$ cat config.mk
export PLATFORM = sky130hd
export DESIGN_NAME = uart_tx_sched
export DESIGN_NICKNAME = d
export VERILOG_FILES = /design/src/rtl/uart_tx_sched.sv
export SDC_FILE = /design/constraint.sdc
export NUM_CORES = 1
export LEC_CHECK = 0
export CAP_MARGIN = 20
export CORE_ASPECT_RATIO = 1.2
export CORE_MARGIN = 3
export CORE_UTILIZATION = 60
export DETAILED_ROUTE_END_ITERATION = 10
export DONT_BUFFER_PORTS = 1
export PLACE_DENSITY = 0.76
export SYNTH_ARGS = -nofsm -noshare
export SYNTH_HDL_FRONTEND = slang
export SYNTH_SLANG_ARGS = --single-unit
export TNS_END_PERCENT = 30
$ cat constraint.sdc
create_clock -name CLK -period 4.5 [get_ports CLK]
set_clock_uncertainty 0.1 [all_clocks]
set_input_delay 0.225 -clock CLK [delete_from_list [all_inputs] [get_ports CLK]]
set_output_delay 0.225 -clock CLK [all_outputs]
set_load 0.02 [all_outputs]
$ cat src/rtl/uart_tx_sched.sv
// Round-robin scheduler sharing one UART TX frame engine between a byte source
// (REQ0) and a 16-bit word source (REQ1), with accept-timeout retry and drop.
module uart_tx_sched #(
  parameter int DATA_WIDTH     = 8,
  parameter int ACCEPT_TIMEOUT = 15,
  parameter int MAX_RETRY      = 3
) (
  input  logic                    CLK,
  input  logic                    RST,
  input  logic                    REQ0,
  input  logic [DATA_WIDTH-1:0]   REQ0_DATA,
  input  logic                    REQ1,
  input  logic [2*DATA_WIDTH-1:0] REQ1_DATA,
  input  logic                    CFG_PAR_EN,
  input  logic                    CFG_PAR_TYP,
  input  logic                    TX_BUSY,
  output logic                    ACK0,
  output logic                    ACK1,
  output logic                    ERR,
  output logic [DATA_WIDTH-1:0]   TX_P_DATA,
  output logic                    TX_DATA_VALID,
  output logic                    TX_PAR_EN,
  output logic                    TX_PAR_TYP,
  output logic                    SCHED_BUSY
);

  localparam int TIMER_W = $clog2(ACCEPT_TIMEOUT + 1);
  localparam int RETRY_W = (MAX_RETRY < 1) ? 1 : $clog2(MAX_RETRY + 1);

  typedef enum logic [1:0] {IDLE, LOAD, WAIT_HI, WAIT_LO} state_t;

  state_t                  state_q, state_d;
  logic                    rr_q, rr_d;
  logic                    owner_q, owner_d;
  logic                    idx_q, idx_d;
  logic [2*DATA_WIDTH-1:0] data_q, data_d;
  logic [TIMER_W-1:0]      timer_q, timer_d;
  logic [RETRY_W-1:0]      retry_q, retry_d;
  logic                    grant;
  logic                    pe_d, pt_d, dv_d, ack0_d, ack1_d, err_d;
  logic [DATA_WIDTH-1:0]   p_data_d;

  // NOTE: every signal written here gets a default first, so no path can
  // leave one unassigned and infer a latch.
  always_comb begin
    state_d = state_q;
    rr_d    = rr_q;
    owner_d = owner_q;
    idx_d   = idx_q;
    data_d  = data_q;
    timer_d = timer_q;
    retry_d = retry_q;
    pe_d    = TX_PAR_EN;
    pt_d    = TX_PAR_TYP;
    grant   = 1'b0;
    dv_d    = 1'b0;
    ack0_d  = 1'b0;
    ack1_d  = 1'b0;
    err_d   = 1'b0;

    unique case (state_q)
      IDLE: begin
        if (REQ0 || REQ1) begin
          grant   = (REQ0 && REQ1) ? !rr_q : REQ1;
          rr_d    = grant;
          owner_d = grant;
          data_d  = grant ? REQ1_DATA : {{DATA_WIDTH{1'b0}}, REQ0_DATA};
          pe_d    = CFG_PAR_EN;
          pt_d    = CFG_PAR_TYP;
          idx_d   = 1'b0;
          retry_d = '0;
          state_d = LOAD;
        end
      end
      LOAD: begin
        if (!TX_BUSY) begin
          dv_d    = 1'b1;
          timer_d = '0;
          state_d = WAIT_HI;
        end
      end
      WAIT_HI: begin
        if (TX_BUSY) begin
          retry_d = '0;
          state_d = WAIT_LO;
        end else if (timer_q == TIMER_W'(ACCEPT_TIMEOUT - 1)) begin
          if (retry_q < RETRY_W'(MAX_RETRY)) begin
            retry_d = retry_q + RETRY_W'(1);
            state_d = LOAD;
          end else begin
            ack0_d  = !owner_q;
            ack1_d  = owner_q;
            err_d   = 1'b1;
            state_d = IDLE;
          end
        end else begin
          timer_d = timer_q + TIMER_W'(1);
        end
      end
      WAIT_LO: begin
        if (!TX_BUSY) begin
          if (owner_q && !idx_q) begin
            // Engine is known idle right now, so the high byte is pulsed
            // directly: DATA_VALID follows the Busy fall by one cycle.
            idx_d   = 1'b1;
            dv_d    = 1'b1;
            timer_d = '0;
            state_d = WAIT_HI;
          end else begin
            ack0_d  = !owner_q;
            ack1_d  = owner_q;
            state_d = IDLE;
          end
        end
      end
      default: state_d = IDLE;
    endcase

    p_data_d = idx_d ? data_d[2*DATA_WIDTH-1:DATA_WIDTH] : data_d[DATA_WIDTH-1:0];
  end

  // NOTE: state and outputs update with non-blocking assignments so every
  // register samples the values from before this edge.
  always_ff @(posedge CLK or negedge RST) begin
    if (!RST) begin
      // NOTE: the payload register is reset too; TX_P_DATA is derived from it
      // and must read 0 out of reset.
      state_q       <= IDLE;
      rr_q          <= 1'b0;
      owner_q       <= 1'b0;
      idx_q         <= 1'b0;
      data_q        <= '0;
      timer_q       <= '0;
      retry_q       <= '0;
      TX_P_DATA     <= '0;
      TX_DATA_VALID <= 1'b0;
      TX_PAR_EN     <= 1'b0;
      TX_PAR_TYP    <= 1'b0;
      ACK0          <= 1'b0;
      ACK1          <= 1'b0;
      ERR           <= 1'b0;
      SCHED_BUSY    <= 1'b0;
    end else begin
      state_q       <= state_d;
      rr_q          <= rr_d;
      owner_q       <= owner_d;
      idx_q         <= idx_d;
      data_q        <= data_d;
      timer_q       <= timer_d;
      retry_q       <= retry_d;
      TX_P_DATA     <= p_data_d;
      TX_DATA_VALID <= dv_d;
      TX_PAR_EN     <= pe_d;
      TX_PAR_TYP    <= pt_d;
      ACK0          <= ack0_d;
      ACK1          <= ack1_d;
      ERR           <= err_d;
      SCHED_BUSY    <= (state_d != IDLE);
    end
  end

endmodule

---- Word level (Yosys, flattened, before mapping) ----
Cells that the tools add are included.
W data, S select, Z words.
storage, ports and cells
  input bits .............................. 31
  logic and storage cells ................. 89
  output and inout port bits .............. 15
  register bits ........................... 41
cells by class
  magnitude comparators ................... 1
  reduce and logical (&&, ||, !) cells .... 12
  muxes and demuxes ....................... 48
  add/subtract/negate cells ............... 2
  eq/ne operators ......................... 12
operator list
  kind                   count
  $mux W16               3
  $mux W1                22
  $mux W2                10
  $mux W4                5
  $ne A2 B2 Y1 const B   6
  $pmux W4 S3            1
  $mux W8                1
  $pmux W1 S2            4
  $pmux W2 S4            1
  $ne A3 B3 Y1 const B   2
  $reduce_and A6 Y1      1
  $add A4 B1 Y4 const B  1
  $eq A2 B2 Y1 const B   2
  $eq A4 B4 Y1 const B   1
  $pmux W2 S2            1
  $reduce_and A4 Y1      1
  $reduce_bool A2 Y1     2
  $reduce_bool A3 Y1     1
  $add A2 B1 Y2 const B  1
  $eq A2 B1 Y1 const B   1
  $logic_and A1 B1 Y1    2
  $logic_not A1 Y1       2
  $logic_not A2 Y1       1
  $lt A2 B2 Y1 const B   1
  2 further kinds        2

---- Depth between registers and ports, before layout ----
  depth in word-level cells ............... 6
  depth in mapped cells ................... 7
  gate-level depth less buffers ........... 6

---- Least setup slack after synthesis ----
Ideal clock, no wire load.
  path type ............................... register to register
  from .................................... reg state_q[1]
  to ...................................... reg TX_P_DATA[0]
  path slack .............................. 2728 ps
  period minus slack after synthesis ...... 1772 ps
  arrival time ............................ 1547 ps
  required time ........................... 4275 ps
  setup time .............................. 125 ps
  cell stages (with the launch flop) ...... 7
  buffers on the path ..................... 0
  cells stage by stage .................... dfrtp_1 inv_1 ha_1 nor3b_2 o21ai_1 nand2_2 mux2_2
between the ends
  longest elaborated chain between the ends .. 3
  elaborated cells between the ends (all ways) .. 5
  classes of those cells .................. eq/ne: 1; mux: 3; reduce/logical: 1
RTL lines
  item                                                     RTL line  text
  from (decl)                                              32        state_t state_q, state_d;
  from (signal assigned)                                   144       state_q <= state_d;
  $eq A2 B2 Y1 / $logic_not A2 Y1 (equally long branches)  61        unique case (state_q)
  $pmux W1 S2 (*)                                          61
  net idx_d                                                35        logic idx_q, idx_d;
  $mux W8 (*)                                              119       p_data_d = idx_d ? data_d[2*DATA_WIDTH-1:DATA_WIDTH] : data_d[DATA_WIDTH-1:0];
  net p_data_d[0]                                          41        logic [DATA_WIDTH-1:0] p_data_d;
  to (signal assigned)                                     151       TX_P_DATA <= p_data_d;
  to (decl)                                                20        output logic [DATA_WIDTH-1:0] TX_P_DATA,
The timed path passes the listed nets; every way through them passes the cells marked *.
A chain may end at the register's enable or synchronous reset.

---- Worst setup path in the final report ----
  from .................................... reg state_q[1]
  to ...................................... reg data_q[2]
between the ends
  longest elaborated chain between the ends .. 2
RTL lines
  item                  RTL line  text
  $logic_not A2 Y1      61
  $mux W16              61
  net data_d[2]         36        logic [2*DATA_WIDTH-1:0] data_q, data_d;
  to (signal assigned)  148       data_q <= data_d;
  to (decl)             36
The timed path passes the listed nets, and every way through them passes these cells.

==> summary.md <==
| Metric | Value |
|---|---|
| Outcome | complete, no violations |
| Placement Setup Slack | 2.458 ns |
| Worst-Margin Slew | 0.4430 ns |
| Maxcap violations | 0 |
| Post-route ant nets | 0 |
| Die Ht | 67.86 microns |
| HP Class | in2reg |
| FILL cells | 169 |
| Arrival time at the worst endpoint | 2.57 ns |
| First-pass GRT wire length | 7569 microns |
| Wirelength per Cell | 18.65 microns |
| Final period utilization | 0.5285 |
| Ratio of cells with drive above 1 in the final layout | 0.1033 |
| Antenna Cells | 0 |
| Row count | 21 |
| Most frequent cells in the layout | dfrtp_1 (41), dlygate4sd3_1 (29), a21oi_1 (21) |
| Maximum VDD drop | 0.0004427 V |
| Final WS setup | 2.122 ns |
| PwrDens | 673.3 nW/um^2 |
| Setup_tns | 0 ns |
| LEAKAGE | 0.001054 uW |
| RSZ-0062 raised after global routing | false |
| Full die area | 3905 sq um |
| Worst-path clk slew | 0.12 ns |
| Number of library cell types mapped by synthesis | 37 |
| Register area | 1026 sq um |
| Most common cell after layout, fill and taps aside | dfrtp_1 |
| Cells after synthesis | 179 |
| Fin crit period | 2.378 ns |
| Yosys warnings | 0 |
| CTS Hold Bufs | 29 |
| CP required | 4.69 ns |
| Multi-input gate area | 833.3 sq um |
| Die Wd | 57.55 microns |
| Largest net degree at the start of global routing | 42 |
| DP HPWL | 2744 microns |
| Clk_lat worst skew | 0.35 ns |
| Starting Density | 0.6559 |
| Post-CTS setup buffer count | 0 |
| Max Freq | 420.5 MHz |
| Final Instance Area | 2326 sq um |
| Total track usage | 0.2601 |
| Avg Vias per Cell | 6.206 |
| DRC | 0 |
| Synthesis-to-layout area growth | 21.58% |
| Mean post-synth cell area | 10.69 sq um |
| Final Hold Fails | 0 |
| Slew margin rel. | 0.7046 |
| Root buf cell | clkbuf_4 |
| IO Port Bufs | 0 |
| Core region area | 2917 sq um |
| DP Area | 1936 sq um |
| CTS tree | built |
| Post-Route WL | 4606 microns |
| Initial DRC Count | 53 |
| Gpl congestion | 0.9087 |
| Grt ovf | 0 |
| CP endpoint kind | register |
| Via count | 1,533 |
| Crit path kind | reg2reg |
| Clk buf depth | 2 |
| Syn Nets | 217 |
| Sequential area share after synthesis | 0.5363 |
| Crit start category | register |
| Top Ports | 46 |
| # resized after CTS | 0 |
| H-tree depth | 2 |
| Initial antenna violation count | 0 |
| Yosys reg bits | 41 |
| Synthesized area | 1913 sq um |
| PnR Total Power | 1566 uW |
| Clock Sinks | 41 |
| Final Net Count | 250 |
| Final setup fails | 0 |
| Vias in the first global route | 1,566 |
| Pins Over Slew Limit | 0 |
| Drt pass-1 iters | 4 |
| Total CTS buffers | 5 |
| Worst Path Max Fanout | 10 |
## final cells by class
type,count,share of cell area
sequential,41,0.4411
multi-input combinational,126,0.3583
inverter,7,0.01130
clock inverter,2,0.01668
timing repair buffer,31,0.1366
clock buffer,6,0.01775
tap,34,0.01829
## registers in the layout (all words and copies together) (netlist names), 2 cells and up
name,cells
TX_P_DATA,8
data_q,16
retry_q,2
state_q,2
timer_q,4
## metal layers
layer	wire (microns)	track usage	vias up	share of wire
met5	0	0	-	0
met4	112	0.1043	0	0.024
met3	279	0.07358	14	0.061
met2	2393	0.4576	64	0.52
met1	1820	0.2983	755	0.40
li1	-	-	700	-
## through the flow
stage	util	cells	hold WS, ns
after floorplan	-	179	-0.1706
after global placement	0.6637	209	-0.1695
after detailed placement	0.6637	209	-0.1697
after CTS	0.7941	246	0.002062
after global routing	0.7975	247	0.02379
final	0.7975	247	0.02865
## report_power, final
part	internal [uW]	switching, uW	total (uW)
Combinational	294	381	675
Clock	118	118	237
Sequential	510	144	654
Total	922	644	1570
## kinds of logic after synthesis
kind of cell             share of synthesized area
AO/OA/AOI/OAI                               0.1877
buffers and inverters                      0.02812
AND/OR/NAND/NOR                             0.1328
multiplexers                               0.06933
adder cells (fa/ha/maj)                    0.04578
flip-flops                                  0.5363
## path summary, 6_finish.rpt
path / from / slack [ns] / depth (start not counted) / endpoint
max in group asynchronous: RST / 3.87 / 2 / retry_q[0]$_DFFE_PN0P_
min: TX_BUSY / 0.03 / 2 / ERR$_DFF_PN0_
min in group asynchronous: RST / 0.22 / 2 / TX_P_DATA[2]$_DFF_PN0_
max reg2reg: state_q[1]$_DFF_PN0_ / 2.12 / 6 / data_q[2]$_DFF_PN0_
max: state_q[1]$_DFF_PN0_ / 2.12 / 6 / data_q[2]$_DFF_PN0_
min reg2reg: retry_q[1]$_DFFE_PN0P_ / 0.40 / 1 / retry_q[1]$_DFFE_PN0P_
## cells in the mapped netlist
library cell | n | area [sq um]
a21bo_1 | 1 | 10.01
a21boi_2 | 1 | 11.26
a21o_1 | 1 | 7.510
a21oi_1 | 21 | 105.1
a22o_1 | 8 | 70.07
a2bb2o_1 | 1 | 10.01
a2bb2oi_1 | 2 | 17.52
a31oi_1 | 2 | 12.51
a32oi_1 | 1 | 8.760
and2b_1 | 1 | 7.510
and3_1 | 1 | 6.260
buf_2 | 4 | 20.02
buf_4 | 1 | 7.510
dfrtp_1 | 41 | 1026
ha_1 | 7 | 87.58
inv_1 | 6 | 22.52
inv_2 | 1 | 3.750
mux2_1 | 2 | 22.52
mux2_2 | 8 | 90.09
mux2i_1 | 2 | 20.02
nand2_1 | 19 | 71.32
nand2_2 | 1 | 6.260
nand2b_1 | 3 | 18.77
nand3_1 | 4 | 20.02
nor2_1 | 16 | 60.06
nor2_8 | 1 | 20.02
nor3_1 | 2 | 10.01
nor3b_1 | 2 | 15.01
nor3b_2 | 1 | 12.51
o2111ai_1 | 1 | 8.760
o211ai_1 | 1 | 7.510
o21a_1 | 3 | 22.52
o21ai_0 | 2 | 10.01
o21ai_1 | 8 | 40.04
o221ai_1 | 1 | 8.760
o41ai_1 | 1 | 8.760
or3_1 | 1 | 6.260
## critical path, stage by stage, from the launching register on
cell           delay [ns]
dfrtp_1              0.46
inv_1                0.13
ha_1                 0.32
o21a_1               0.41
nor2_1               0.09
a21oi_1              0.20
dlygate4sd3_1        0.60
No activity file was read; power rests on OpenSTA's default activity.
